<file path="src/rtl/game_flow_ctrl_if.sv">
// Signal bundle between the game flow controller and the snake datapath / display.
// master drives the key and collision events, slave (the controller) drives status and pulses.
interface game_flow_ctrl_if;
  logic       key_start;
  logic       eat_food;
  logic       hit_wall;
  logic       hit_body;
  logic [1:0] game_status;
  logic       add_cube;
  logic       food_req;
  logic       move_tick;
  logic       die_flash;

  modport master (
    output key_start, eat_food, hit_wall, hit_body,
    input  game_status, add_cube, food_req, move_tick, die_flash
  );

  modport slave (
    input  key_start, eat_food, hit_wall, hit_body,
    output game_status, add_cube, food_req, move_tick, die_flash
  );
endinterface

</file>
<file path="src/rtl/game_flow_ctrl.sv">
// Snake game flow controller: RESTART/START/PLAY/DIE sequencing, move pacing and death blink.
// Optional macro SPEED_UP_EN shortens the move interval as cubes are eaten.
module game_flow_ctrl #(
  parameter int TICK_BASE    = 8,
  parameter int TICK_STEP    = 2,
  parameter int TICK_MIN     = 2,
  parameter int DIE_HOLD     = 16,
  parameter int FLASH_PERIOD = 4
) (
  input  logic            clk,
  input  logic            rst_n,
  game_flow_ctrl_if.slave gif
);
  localparam int TW = $clog2(TICK_BASE + 1);
  localparam int DW = $clog2(DIE_HOLD + 2);
  localparam int FW = $clog2(FLASH_PERIOD + 1);
  localparam logic [TW-1:0] TICK_BASE_C  = TW'(TICK_BASE);
  localparam logic [DW-1:0] DIE_HOLD_C   = DW'(DIE_HOLD);
  localparam logic [FW-1:0] FLASH_LAST_C = FW'(FLASH_PERIOD - 1);

  typedef enum logic [1:0] {
    ST_RESTART = 2'b00,
    ST_START   = 2'b01,
    ST_PLAY    = 2'b10,
    ST_DIE     = 2'b11
  } state_t;

  if (TICK_MIN < 1 || TICK_MIN > TICK_BASE || TICK_STEP < 0) begin : g_param_check
    $error("game_flow_ctrl: TICK_MIN must lie in [1, TICK_BASE] and TICK_STEP must be >= 0");
  end

  state_t          state, state_nxt;
  logic            key_prev_p1;
  logic            key_rise, hit, in_play, eat_ok, mv_wrap, die_held;
  logic [TW-1:0]   mv_cnt, interval;
  logic [DW-1:0]   die_cnt;
  logic [FW-1:0]   flash_cnt;

  assign key_rise = gif.key_start & ~key_prev_p1;
  assign hit      = gif.hit_wall | gif.hit_body;
  assign in_play  = (state == ST_PLAY);
  assign eat_ok   = in_play & gif.eat_food & ~hit;
  assign mv_wrap  = (mv_cnt == interval - TW'(1));
  assign die_held = (die_cnt >= DIE_HOLD_C);

  assign gif.game_status = state;

`ifdef SPEED_UP_EN
  logic [6:0]    eaten;
  logic [TW-1:0] interval_q;

  function automatic logic [TW-1:0] calc_interval(input logic [6:0] n);
    int v;
    v = TICK_BASE - TICK_STEP * (int'(n) / 10);
    if (v < TICK_MIN) v = TICK_MIN;
    return TW'(v);
  endfunction

  function automatic logic [6:0] sat_eaten(input logic [6:0] n);
    return (n >= 7'd99) ? 7'd99 : n + 7'd1;
  endfunction

  // Interval only changes at a period boundary so a running period is never cut short.
  always_ff @(posedge clk or negedge rst_n) begin
    if (!rst_n) begin
      eaten      <= '0;
      interval_q <= TICK_BASE_C;
    end else begin
      if (state == ST_RESTART) eaten <= '0;
      else if (eat_ok)         eaten <= sat_eaten(eaten);
      if (!in_play || mv_wrap) interval_q <= calc_interval(eaten);
    end
  end

  assign interval = interval_q;
`else
  assign interval = TICK_BASE_C;
`endif

  always_ff @(posedge clk or negedge rst_n) begin
    if (!rst_n) state <= ST_RESTART;
    else        state <= state_nxt;
  end

  always_comb begin
    state_nxt = state;
    case (state)
      ST_RESTART: state_nxt = ST_START;
      ST_START:   if (key_rise) state_nxt = ST_PLAY;
      ST_PLAY:    if (hit) state_nxt = ST_DIE;
      ST_DIE:     if (key_rise && die_held) state_nxt = ST_RESTART;
      default:    state_nxt = ST_RESTART;
    endcase
  end

  // Registered outputs; a hit suppresses the same-cycle tick so pulses never leak into DIE.
  always_ff @(posedge clk or negedge rst_n) begin
    if (!rst_n) begin
      key_prev_p1   <= 1'b1;
      mv_cnt        <= '0;
      die_cnt       <= '0;
      flash_cnt     <= '0;
      gif.add_cube  <= 1'b0;
      gif.food_req  <= 1'b0;
      gif.move_tick <= 1'b0;
      gif.die_flash <= 1'b0;
    end else begin
      key_prev_p1   <= gif.key_start;
      gif.add_cube  <= eat_ok;
      gif.food_req  <= eat_ok;
      gif.move_tick <= in_play & ~hit & mv_wrap;

      if (!in_play || mv_wrap) mv_cnt <= '0;
      else                     mv_cnt <= mv_cnt + TW'(1);

      if (state_nxt != ST_DIE) begin
        die_cnt       <= '0;
        flash_cnt     <= '0;
        gif.die_flash <= 1'b0;
      end else if (state != ST_DIE) begin
        die_cnt       <= '0;
        flash_cnt     <= '0;
        gif.die_flash <= 1'b1;
      end else begin
        if (!die_held) die_cnt <= die_cnt + DW'(1);
        if (flash_cnt == FLASH_LAST_C) begin
          flash_cnt     <= '0;
          gif.die_flash <= ~gif.die_flash;
        end else begin
          flash_cnt <= flash_cnt + FW'(1);
        end
      end
    end
  end
endmodule

</file>
<file path="src/flat_wrapper.sv">
// flat-port wrapper written by rule: the top's interface ports become plain ports
module game_flow_ctrl_flat 
#(
  parameter int TICK_BASE    = 8,
  parameter int TICK_STEP    = 2,
  parameter int TICK_MIN     = 2,
  parameter int DIE_HOLD     = 16,
  parameter int FLASH_PERIOD = 4
)
  (clk, rst_n, gif_key_start, gif_eat_food, gif_hit_wall, gif_hit_body, gif_game_status, gif_add_cube, gif_food_req, gif_move_tick, gif_die_flash);
  game_flow_ctrl_if gif_i ();
  input  logic clk;
  input  logic rst_n;
  input wire logic [$bits(gif_i.key_start)-1:0] gif_key_start;
  input wire logic [$bits(gif_i.eat_food)-1:0] gif_eat_food;
  input wire logic [$bits(gif_i.hit_wall)-1:0] gif_hit_wall;
  input wire logic [$bits(gif_i.hit_body)-1:0] gif_hit_body;
  output wire logic [$bits(gif_i.game_status)-1:0] gif_game_status;
  output wire logic [$bits(gif_i.add_cube)-1:0] gif_add_cube;
  output wire logic [$bits(gif_i.food_req)-1:0] gif_food_req;
  output wire logic [$bits(gif_i.move_tick)-1:0] gif_move_tick;
  output wire logic [$bits(gif_i.die_flash)-1:0] gif_die_flash;
  assign gif_i.key_start = gif_key_start;
  assign gif_i.eat_food = gif_eat_food;
  assign gif_i.hit_wall = gif_hit_wall;
  assign gif_i.hit_body = gif_hit_body;
  assign gif_game_status = gif_i.game_status;
  assign gif_add_cube = gif_i.add_cube;
  assign gif_food_req = gif_i.food_req;
  assign gif_move_tick = gif_i.move_tick;
  assign gif_die_flash = gif_i.die_flash;
  game_flow_ctrl #(.TICK_BASE(TICK_BASE), .TICK_STEP(TICK_STEP), .TICK_MIN(TICK_MIN), .DIE_HOLD(DIE_HOLD), .FLASH_PERIOD(FLASH_PERIOD)) u_core (.clk(clk), .rst_n(rst_n), .gif(gif_i));
endmodule
</file>
<file path="config.mk">
export PLATFORM = sky130hd
export DESIGN_NAME = game_flow_ctrl_flat
export DESIGN_NICKNAME = d
export VERILOG_FILES = /design/src/rtl/game_flow_ctrl_if.sv /design/src/rtl/game_flow_ctrl.sv /design/src/flat_wrapper.sv
export SDC_FILE = /design/constraint.sdc
export NUM_CORES = 1
export LEC_CHECK = 0
export CAP_MARGIN = 20
export CORE_MARGIN = 3
export CORE_UTILIZATION = 45
export CTS_BUF_LIST = sky130_fd_sc_hd__clkbuf_16
export DETAILED_ROUTE_END_ITERATION = 7
export GPL_ROUTABILITY_DRIVEN = 0
export PLACE_DENSITY_LB_ADDON = 0.08
export REMOVE_ABC_BUFFERS = 1
export SETUP_SLACK_MARGIN = 0.5
export SYNTH_ARGS = -nofsm -noshare
export SYNTH_HDL_FRONTEND = slang
export SYNTH_SLANG_ARGS = --single-unit
</file>
<file path="constraint.sdc">
create_clock -name clk -period 2.7 [get_ports clk]
set_input_delay 0.405 -clock clk [delete_from_list [all_inputs] [get_ports clk]]
set_output_delay 0.405 -clock clk [all_outputs]
set_load 0.02 [all_outputs]
</file>
==> flow_summary.json <==
{
  "final_common_cell": "dfrtp_1",
  "cts.sinks": 18,
  "multiInputGateArea_um2": 358,
  "postSynthCellCount": 67,
  "track_usage": 0.124,
  "clk_latency_ps": 240,
  "dpl_cell_area_um2": 957,
  "grt_pass1_wl_um": 2240,
  "min_period_ps": 1810,
  "placed_cells": 100,
  "cp.depth": 1,
  "grt_pass1_vias": 493,
  "finalSetupViolations": 0,
  "leakagePower_nw": 0.503,
  "power.density_mw_per_mm2": 1020,
  "rsz0062_at_grt": "false",
  "start_util": 0.511,
  "antenna_cells": 0,
  "crit_buf_inv": 1,
  "gr-total-overflow": 0,
  "h-tree-depth": 1,
  "drt_wl_total_um": 1310,
  "grt_util_met1": 0.166,
  "cp-start-kind": "register",
  "drv_cap": 0,
  "core-area_mm2": 0.00163,
  "grtUsageMet2": 0.181,
  "postCtsSetupRepairBufs": 0,
  "min_from": "u_core.flash_cnt[0]",
  "die_w_um": 49,
  "slowest_delay_ps": 660,
  "hpwl_um": 999,
  "io_pins": 12,
  "r2r_cells": 4,
  "firstDrtPassIters": 4,
  "crit_chain": "clkdlybuf4s50_1",
  "crit_family": "buffers and inverters",
  "grt_max_degree": 19,
  "io_buffers": 11,
  "startpoint": "u_core.gif.game_status[1]",
  "nFillCells": 120,
  "crit_type": "register to primary output",
  "final_area_mm2": 0.00104,
  "register_area_um2": 452,
  "ir_drop_uv": 730,
  "die_h_um": 49,
  "cts_resized": 0,
  "reg2reg_from": "u_core.flash_cnt[0]",
  "path_max_fanout": 8,
  "fin_worst_skew_ps": 1.43,
  "area_delta_synth_final_pct": 24.5,
  "final_cell_count_no_fill": 104,
  "slowest_stage": "clkdlybuf4s50_1",
  "required_ps": 2300,
  "synth-seq-cells": 18,
  "p_total_mw": 1.06,
  "synth_area_um2": 832,
  "hold_depth": 1,
  "hold_viol": 0,
  "hold_buffers": 0,
  "tightestPinTransition_ps": 793,
  "status": "complete, no violations",
  "antenna_left": 0,
  "cp.arrival_ps": 1400,
  "hold_path_class": "register to register",
  "drtIter0Drc": 1,
  "relSlewSlack": 0.470,
  "layout-drive-gt1-share": 0.138,
  "clockBufferDepth": 2,
  "slew_violations": 0,
  "die-area_mm2": 0.00240,
  "clk_pin_slew_ps": 50,
  "max_freq_mhz": 554,
  "fin_crit_sh": 0.669,
  "antenna_found_initial": 0,
  "via_per_inst": 4.98,
  "cts_inserted_buffers": 3,
  "cts_tree": "done",
  "ys_warn_count": 0,
  "vias": 518,
  "drc": 0,
  "met3_usage": 0.0428,
  "yosysUniqueCellTypes": 27,
  "ys_seq_area_frac": 0.543,
  "critPathCaptureType": "primary output",
  "syn_avg_cell_area_um2": 12.4,
  "row_count": 14,
  "nets": 91,
  "busiest_layer": "met2",
  "final.setup.tns_ps": 0,
  "wl_per_cell_um": 12.6,
  "cts_root_buf": "clkbuf_16",
  "final_cell_mix": "17 x dfrtp_1, 11 x nor2_1, 11 x clkdlybuf4s50_1, 4 x ha_1"
}
report_power, final:
part | switching, mW | internal [mW] | total [mW]
Clock | 0.0907 | 0.196 | 0.287
Combinational | 0.161 | 0.175 | 0.337
Sequential | 0.0843 | 0.350 | 0.435
per-layer routing:
layer  part of all wire  wire length [um]
met1               0.49               640
met2               0.44               583
met3              0.056                74
met4             0.0099                13
met5                  0                 0
cell families (layout without fill, tap and decap cells):
logic type / after synthesis / after routing / share of synthesized area
compound gates: 4 / 4 / 0.0376
xor+xnor: 5 / 5 / 0.0526
fa+ha+maj: 4 / 4 / 0.0602
buf+inv: 4 / 17 / 0.0271
flops: 18 / 18 / 0.543
mux: 3 / 3 / 0.0421
simple gates: 29 / 29 / 0.238
path summary, 6_finish.rpt:
path | end | slack, ps
worst max-delay path | gif_game_status[1] | 890
worst min-delay path | u_core.flash_cnt[0] | 460
worst max register to register | u_core.gif.die_flash | 1400
worst min register to register | u_core.flash_cnt[0] | 460
max in group asynchronous | u_core.die_cnt[1] | 1580
min in group asynchronous | u_core.gif.game_status[1] | 630
state kept, by name, indices dropped and copies added (netlist names):
signal,cells
u_core.gif.game_status,2
u_core.die_cnt,5
u_core.key_prev_p1,1
u_core.flash_cnt,3
u_core.mv_cnt,4
u_core.gif.die_flash,1
u_core.gif.move_tick,1
u_core.gif.add_cube,1
Yosys cell counts, drive strengths merged:
| cell type | count | share of area |
|---|---|---|
| and3 | 2 | 0.015 |
| nand2 | 2 | 0.0090 |
| xnor2 | 2 | 0.021 |
| nor2 | 11 | 0.050 |
| nor3 | 1 | 0.012 |
| xor2 | 3 | 0.032 |
| mux2i | 2 | 0.024 |
| inv | 2 | 0.0090 |
| nor2b | 2 | 0.015 |
| ha | 4 | 0.060 |
| dfrtp | 17 | 0.51 |
| nand3 | 2 | 0.027 |
| nand4b | 1 | 0.011 |
| dfstp | 1 | 0.032 |
| nor4 | 1 | 0.0075 |
| nand2b | 1 | 0.0075 |
| and2b | 1 | 0.012 |
| nand3b | 3 | 0.042 |
| mux2 | 1 | 0.018 |
| a21bo | 1 | 0.012 |
| nor3b | 2 | 0.030 |
| a41o | 1 | 0.012 |
| a31oi | 1 | 0.0075 |
| buf | 2 | 0.018 |
| o21ai | 1 | 0.0060 |
area by class of cell:
type | instances | share of cell area
clock buffers | 3 | 0.0725
clock inverters | 1 | 0.00362
inverters | 2 | 0.00725
multi-input cells | 45 | 0.345
flip-flops and latches | 18 | 0.436
well taps | 24 | 0.0290
repair buffers | 11 | 0.106
metrics by stage:
step	util	setup WS [ps]	hold WS (ps)
2_1_floorplan	-	1460	109
3_3_place_gp	0.588	1160	446
4_1_cts	0.636	887	457
6_report	0.636	893	458
5_1_grt	0.636	845	488
3_5_place_dp	0.588	1140	450
Note: power is estimated with default switching activity, not from simulation.
